<file path="config.mk">
export PLATFORM = sky130hd
export DESIGN_NAME = fifo_wr_arbiter
export DESIGN_NICKNAME = d
export VERILOG_FILES = /design/src/rtl/fifo_wr_arbiter.sv
export SDC_FILE = /design/constraint.sdc
export NUM_CORES = 1
export LEC_CHECK = 0
export CAP_MARGIN = 30
export CORE_ASPECT_RATIO = 0.9
export CORE_MARGIN = 1
export CORE_UTILIZATION = 37
export CTS_CLUSTER_SIZE = 10
export DETAILED_ROUTE_END_ITERATION = 7
export PLACE_DENSITY = 0.81
export SLEW_MARGIN = 10
export SYNTH_ARGS = -nofsm -noshare
export SYNTH_HDL_FRONTEND = slang
export SYNTH_SLANG_ARGS = --single-unit
</file>
<file path="constraint.sdc">
create_clock -name i_clk -period 2 [get_ports i_clk]
set_input_delay 0.4 -clock i_clk [delete_from_list [all_inputs] [get_ports i_clk]]
set_output_delay 0.4 -clock i_clk [all_outputs]
set_load 0.05 [all_outputs]
</file>
<file path="src/rtl/fifo_wr_arbiter.sv">
// fifo_wr_arbiter: round-robin, burst-bounded arbiter sharing one FIFO write port among NUM_REQ producers.
module fifo_wr_arbiter #(
   parameter int WIDTH     = 8,
   parameter int NUM_REQ   = 4,
   parameter int MAX_BURST = 4,
   localparam int IW = (NUM_REQ > 1) ? $clog2(NUM_REQ) : 1
) (
   input  logic                     i_clk,
   input  logic                     i_rst,
   input  logic [NUM_REQ-1:0]       i_req,
   input  logic [NUM_REQ*WIDTH-1:0] i_data,
   output logic [NUM_REQ-1:0]       o_ack,
   input  logic                     i_fifo_full,
   output logic                     o_fifo_wr_en,
   output logic [WIDTH-1:0]         o_fifo_wr_data,
   output logic [NUM_REQ-1:0]       o_grant,
   output logic [IW-1:0]            o_grant_id,
   output logic                     o_busy
);
   localparam int BW = $clog2(MAX_BURST + 1);
   typedef enum logic {IDLE, GRANT} state_e;
   state_e               state_q, state_d;
   logic [NUM_REQ-1:0]   grant_q, grant_d;
   logic [IW-1:0]        id_q, id_d, rr_ptr_q, rr_ptr_d, sel;
   logic [BW-1:0]        burst_q, burst_d;
   logic [IW:0]          idx;
   logic                 busy_q, found, req_g, accept, rel;
   logic [WIDTH-1:0]     data_a [NUM_REQ];

   for (genvar g = 0; g < NUM_REQ; g++) begin : g_slice
      assign data_a[g] = i_data[g*WIDTH +: WIDTH];
   end

   // Rotating priority search starting at rr_ptr, wrapping at NUM_REQ (not 2**IW).
   always_comb begin
      found = 1'b0;
      sel   = '0;
      idx   = '0;
      for (int i = 0; i < NUM_REQ; i++) begin
         idx = {1'b0, rr_ptr_q} + (IW+1)'(i);
         idx = (idx >= (IW+1)'(NUM_REQ)) ? idx - (IW+1)'(NUM_REQ) : idx;
         if (!found && i_req[idx[IW-1:0]]) begin
            found = 1'b1;
            sel   = idx[IW-1:0];
         end
      end
   end

   assign req_g  = i_req[id_q];
   assign accept = (state_q == GRANT) && req_g && !i_fifo_full && !i_rst;
   assign rel    = (state_q == GRANT) && (!req_g || (accept && burst_q == BW'(MAX_BURST - 1)));

   always_ff @(posedge i_clk) begin
      if (i_rst) begin
         state_q  <= IDLE;
         grant_q  <= '0;
         id_q     <= '0;
         rr_ptr_q <= '0;
         burst_q  <= '0;
         busy_q   <= 1'b0;
      end else begin
         state_q  <= state_d;
         grant_q  <= grant_d;
         id_q     <= id_d;
         rr_ptr_q <= rr_ptr_d;
         burst_q  <= burst_d;
         busy_q   <= state_d == GRANT;
      end
   end

   always_comb begin
      state_d  = state_q;
      grant_d  = grant_q;
      id_d     = id_q;
      rr_ptr_d = rr_ptr_q;
      burst_d  = burst_q;
      if (state_q == IDLE && found) begin
         state_d = GRANT;
         grant_d = NUM_REQ'(1) << sel;
         id_d    = sel;
         burst_d = '0;
      end else if (rel) begin
         state_d  = IDLE;
         grant_d  = '0;
         id_d     = '0;
         burst_d  = '0;
         rr_ptr_d = (id_q == IW'(NUM_REQ - 1)) ? '0 : id_q + 1'b1;
      end else if (accept) begin
         burst_d = burst_q + 1'b1;
      end
   end

   always_comb begin
      o_ack          = accept ? grant_q : '0;
      o_fifo_wr_en   = accept;
      o_fifo_wr_data = accept ? data_a[id_q] : '0;
   end

   assign o_grant    = grant_q;
   assign o_grant_id = id_q;
   assign o_busy     = busy_q;
endmodule
</file>
==> impl_metrics.yaml, run 1 <==
place:
  place_area_mm2: 0.00178
  dp_hpwl_um: 2480
  finalWeightedCongestion: 0.793
  io_buffers: 58
timing:
  maxSlewHeadroom: 0.536
  setup_ws_ns: -0.0985
  rsz0062_at_grt: "true"
  setup_violations: 13
  skew_ns: 0.00120
  min_period_ns: 2.10
  max_freq_mhz: 477
  finalMaxSlewViolations: 0
  fin_crit_sh: 1.05
  tightestPinTransition_ns: 0.691
  final-hold-violation-count: 0
clock_network:
  clock-root-buffer: "clkbuf_4"
  cts_buffer_depth: 2
  cts.clk_slew.worst_paths_ns: 0.08
  cts.sinks: 12
  cts_tree: "built"
  htreeDepth: 1
  clk_latency_ns: 0.28
  cts_made_buffers: 3
yosys:
  ys_types: 33
  yosys-mux-area-fraction: 0.264
  ys.flop_type: "dfxtp_1"
  synth_edf_count: 0
  synth-xor-area-share: 0.00921
  synth_async_sr_flop_share: 0
  ys_seq_area_frac: 0.253
  netlist_instances: 93
  netlist_area_um2: 951
  yosys_warnings: 0
  synth_compound_area_frac: 0.145
  synth_fa_ha_area_frac: 0.0395
  yosys.area_share.simple: 0.241
  ys_seq_elements: 12
  synth_top_family_by_area: "multiplexers"
  syn_nets: 135
  syn_avg_cell_area_um2: 10.2
global_route:
  antenna_found_initial: 0
  grt_usage: 0.228
  grt_pass1_vias: 1030
  grt_pass1_wl_um: 4850
  grt-ovfl-total: 0
  grt_start_max_net_pins: 13
drt:
  drt-pass1-iter-count: 6
  dr_total_vias: 1072
  route.detailed.drc: 2
  ant_nets: 0
  wirelength_um: 3320
  drt_iter0_markers: 31
  viasPerCell: 5.36
  wl_per_cell_um: 16.6
hold_path:
  hold_start: "o_grant[2]$_SDFFE_PP0P_"
  min_path_type: "reg -> reg"
outcome:
  violations: "DRC, setup timing"
  outcome: "complete, but fails checks"
final_layout:
  n_antenna_cell: 0
  fin_util: 0.783
  area_growth_pct: 101
  design_area_mm2: 0.00192
  drive_gt1_frac: 0.407
  fin_nets: 215
worst_setup_path:
  critPathLaunch: "o_grant_id[1]$_SDFFE_PP0P_"
  cp_data_required_time_ns: 1.60
  path_max_fanout: 7
  r2r_start: "o_grant_id[1]$_SDFFE_PP0P_"
  crit_path_end_kind: "primary output"
  arrival_ns: 1.70
  critPathKind: "reg -> out"
  start_kind: "flip-flop"
floorplan:
  fp.dieH_um: 50.1
  rows: 17
  dieArea_mm2: 0.00278
  ios: 59
  initial_utilization: 0.389
  core_mm2: 0.00245
  die_w_um: 55.4
pwr:
  vdd_drop_max_mv: 0.484
  leakage_nw: 0.787
  powerDensity_mw_per_mm2: 445
  total_power_mw: 0.853
flow_run:
  cap_violations: 0
[layout make-up]
type / count / area (um2)
clock buffers: 4 / 36.3
fillers: 160 / 531
inverters: 2 / 7.51
multi-input cells: 74 / 706
flip-flops and latches: 12 / 249
well taps: 28 / 35.0
repair buffers: 80 / 882
[path summary, 6_finish.rpt]
check / slack, ns / to / cells past startpoint
hold reg to reg: 0.50 / o_grant[2]$_SDFFE_PP0P_ / 1
setup / recovery: -0.1 / o_fifo_wr_data[1] / 5
hold / removal: 0.50 / o_grant[2]$_SDFFE_PP0P_ / 1
setup reg to reg: 0.33 / burst_q[2]$_SDFFE_PP0P_ / 6
[through the flow]
stage | TNS [ns] | worst slack (ns) | std cells | hold WS [ns]
global route | -1.57 | -0.129 | 200 | 0.527
floorplan | -0.00701 | -0.00701 | 93 | 0.472
detailed placement | -4.54 | -0.331 | 187 | 0.486
CTS | -1.10 | -0.0905 | 193 | 0.508
global placement | -3.60 | -0.295 | 187 | 0.475
finish | -1.18 | -0.0985 | 200 | 0.501
[worst max-delay path, cell delays in order (launching register included)]
cell and delay (ns):
dfxtp_4 0.37, mux2_4 0.31, a32o_2 0.31, buf_6 0.14, and2_4 0.14, buf_12 0.14
[kinds of logic after synthesis]
| logic type | after synthesis |
|---|---|
| DFF | 12 |
| and+or+nand+nor | 40 |
| adders and majority gates | 3 |
| muxes | 14 |
| xor gates and xnor gates | 1 |
| AOI/OAI and AO/OA | 16 |
| buffers and inverters | 7 |
[placed cells by master (no fill, tap or decap)]
cell type,n
clkdlybuf4s50_1,37
o22ai_1,1
a22o_1,2
o21a_1,1
dlygate4sd2_1,6
buf_12,13
nor2_1,5
o22a_1,1
ha_1,3
nand2_1,3
nand4_1,1
mux2_4,3
dfxtp_2,1
dfxtp_1,9
nor3_1,3
o211a_1,1
clkbuf_4,3
and2_1,2
mux2i_1,3
nor4b_2,1
nand3_1,1
or3_1,1
inv_1,2
buf_6,5
buf_4,19
nor2b_1,3
a21oi_1,3
nor3b_1,1
clkbuf_8,1
a311o_1,1
a32o_2,1
nand2b_1,6
a31oi_2,1
mux4_2,8
dfxtp_4,2
nor4_1,1
a32o_1,4
xor2_1,1
and2_4,12
[power by group]
part	internal, mW	switching [mW]	total [mW]	leakage (nW)
sequential	0.254	0.0191	0.273	0.0995
clock	0.111	0.0916	0.202	0.0210
combinational	0.214	0.164	0.378	0.667
total	0.579	0.274	0.853	0.787
[cells in the mapped netlist (2+ instances only)]
cell type,instances,area share
a21oi_1,3,0.016
a22o_1,2,0.018
a32o_1,5,0.053
and2_1,14,0.092
buf_6,2,0.024
dfxtp_1,12,0.25
ha_1,3,0.039
inv_1,2,0.0079
mux2_4,2,0.032
mux2i_1,3,0.032
mux4_2,8,0.19
nand2_1,3,0.012
nand2b_1,6,0.039
nor2_1,5,0.020
nor2b_1,3,0.020
nor3_1,3,0.016
[sequential cells by signal, summed over array words and instances, names as in the netlist]
name	cells
burst_q	3
o_grant_id	2
rr_ptr_q	2
o_grant	4
o_busy	1
[repair_timing]
action | in CTS | in global routing
setup endpoints to repair | 13 | 13
pin swaps | 3 | 1
endpoints found under the hold margin | 0 | 0
hold buffers | 0 | 0
gates cloned | 1 | 0
setup buffers | 1 | 7
resized for setup | 18 | 1
[layer usage]
metal	wire (um)	global-route usage	up-vias
met5	0	0	-
met4	14	0.0833	0
met3	190	0.0525	2
met2	1670	0.404	50
met1	1440	0.269	508
li1	-	-	512
Note: power is estimated with default switching activity, not from simulation.
==> run 2, diff against run 1 <==
--- a/config.mk
+++ b/config.mk
@@ -8,10 +8,10 @@
 export CAP_MARGIN = 30
 export CORE_ASPECT_RATIO = 0.9
 export CORE_MARGIN = 1
-export CORE_UTILIZATION = 37
+export CORE_UTILIZATION = 39
 export CTS_CLUSTER_SIZE = 10
 export DETAILED_ROUTE_END_ITERATION = 7
-export PLACE_DENSITY = 0.81
+export PLACE_DENSITY = 0.84
 export SLEW_MARGIN = 10
 export SYNTH_ARGS = -nofsm -noshare
 export SYNTH_HDL_FRONTEND = slang
==> constraint.sdc (replaced) <==
create_clock -name i_clk -period 2.6 [get_ports i_clk]
set_input_delay 0.52 -clock i_clk [delete_from_list [all_inputs] [get_ports i_clk]]
set_output_delay 0.52 -clock i_clk [all_outputs]
set_load 0.05 [all_outputs]
==> run 2 against run 1 <==
Net effect:
- utilization increased by 1.3 points
- power fell by 26%
- critical path depth stayed put
- via count grew 1.1%
- clock power fell by 25%
- largest power group unchanged
- routed wire length rose by 2.4%
- first-iteration DRC count up 19%
- count of clock-buffer cells in the layout did not move
- die area shrank 4.9%
- sequential share of layout area increased by 0.47 points
- global-route usage up 2.8 points
- the run now ends clean
- cell area decreased by 6.9%
==> impl_metrics.yaml, run 2 (synthesized netlist as in run 1, its figures left out) <==
worst_setup_path:
  path_max_fanout: 8
  start_kind: "primary input"
  crit_path_end_kind: "primary output"
  critPathKind: "in -> out"
  arrival_ns: 2.04
  regToRegSetupSlack_ns: 0.87
  cp_data_required_time_ns: 2.08
place:
  place_area_mm2: 0.00173
  dp_slack_ns: -0.133
  io_buffers: 58
  finalWeightedCongestion: 0.830
  dp_hpwl_um: 2600
drt:
  wirelength_um: 3400
  wl_per_cell_um: 18.1
  drt_iter0_markers: 37
  drt-pass1-iter-count: 4
  ant_nets: 0
  dr_total_vias: 1084
  route.detailed.drc: 0
  viasPerCell: 5.77
final_layout:
  n_antenna_cell: 0
  fillers: 148
  final_common_cell: "clkdlybuf4s50_1"
  fin_util: 0.796
  design_area_mm2: 0.00178
  layout.area.seq_um2: 240
  fin_nets: 204
  area_growth_pct: 87.6
  largest_reg_flops: 4
  layout_common_cells: "44 x clkdlybuf4s50_1, 14 x and2_1, 13 x buf_12"
  multi_input_area_um2: 683
  drive_gt1_frac: 0.267
timing:
  setup_ws_ns: 0.0414
  fin_setup_tns_ns: 0
  tightestPinTransition_ns: 0.598
  fin_crit_sh: 0.984
  fin_hold_ws_ns: 0.514
  finalMaxSlewViolations: 0
  rsz0062_at_grt: "false"
  final-hold-violation-count: 0
  max_freq_mhz: 391
  skew_ns: 0.00144
  setup_violations: 0
  min_period_ns: 2.56
  maxSlewHeadroom: 0.598
hold_path:
  min_path_type: "reg -> reg"
floorplan:
  core_mm2: 0.00224
  die_w_um: 54.1
  ios: 59
  rows: 16
  initial_utilization: 0.424
  dieArea_mm2: 0.00264
  fp.dieH_um: 48.8
global_route:
  grt-ovfl-total: 0
  grt_pass1_wl_um: 4980
  grt_usage: 0.256
  grt_pass1_vias: 1137
  grt_start_max_net_pins: 17
  antenna_found_initial: 0
clock_network:
  cts_made_buffers: 3
  clock-root-buffer: "clkbuf_4"
  cts.sinks: 12
  ctsHoldBuffers: 0
  clk_latency_ns: 0.28
  cts_tree: "built"
  cts.clk_slew.worst_paths_ns: 0.07
  htreeDepth: 1
  cts_buffer_depth: 2
outcome:
  outcome: "complete, no violations"
pwr:
  powerDensity_mw_per_mm2: 352
  leakage_nw: 0.696
  vdd_drop_max_mv: 0.373
flow_run:
  cap_violations: 0
run 2: cell types whose count changed in the layout (fill, tap and decap cells not counted), sizes merged:
cell           before  now
clkdlybuf4s50      37   44
dlygate4sd2         6    0
buf                37   24
a32o                5    6
run 2: layer usage:
layer | vias up | GRT usage | wire (um)
li1 | 500 | - | -
met5 | - | 0 | 0
met3 | 13 | 0.0717 | 429
met2 | 71 | 0.463 | 1630
met1 | 500 | 0.281 | 1210
met4 | 0 | 0.0726 | 127
run 2: worst max-delay path, stage by stage:
cell             delay [ns]
clkdlybuf4s50_1        0.45
nor4b_2                0.41
a32o_2                 0.29
and2_1                 0.22
buf_12                 0.15
run 2: layout make-up:
| class | instances | share of cell area |
|---|---|---|
| Timing Repair Buffer | 68 | 0.439 |
| Sequential cell | 12 | 0.135 |
| Tap cell | 27 | 0.0189 |
| Multi-Input combinational cell | 75 | 0.383 |
| Inverter | 2 | 0.00421 |
| Clock buffer | 4 | 0.0203 |
run 2: worst paths after layout:
kind | depth (start not counted) | from | end
worst max-delay path | 5 | i_fifo_full | o_fifo_wr_data[7]
worst min-delay path | 1 | burst_q[2]$_SDFFE_PP0P_ | burst_q[2]$_SDFFE_PP0P_
worst max register to register | 5 | o_grant_id[1]$_SDFFE_PP0P_ | rr_ptr_q[0]$_SDFFE_PP0P_
worst min register to register | 1 | burst_q[2]$_SDFFE_PP0P_ | burst_q[2]$_SDFFE_PP0P_
run 2: repair_timing:
action | in CTS | in global routing
cloned | 0 | 1
setup endpoints to repair | 13 | 12
buffers inserted | 0 | 0
resized for setup | 1 | 2
pin swaps | 0 | 1
run 2: per-stage QoR:
| step | cells | power [mW] |
|---|---|---|
| after CTS | 187 | 0.620 |
| final | 188 | 0.627 |
| after floorplan | 93 | 0.351 |
| after global placement | 183 | 0.465 |
| after global routing | 188 | 0.658 |
| after detailed placement | 183 | 0.473 |
run 2: power by group:
part / leakage [nW] / switching, mW / internal [mW]
logic: 0.577 / 0.119 / 0.147
registers: 0.0979 / 0.0158 / 0.195
clock network: 0.0210 / 0.0654 / 0.0853
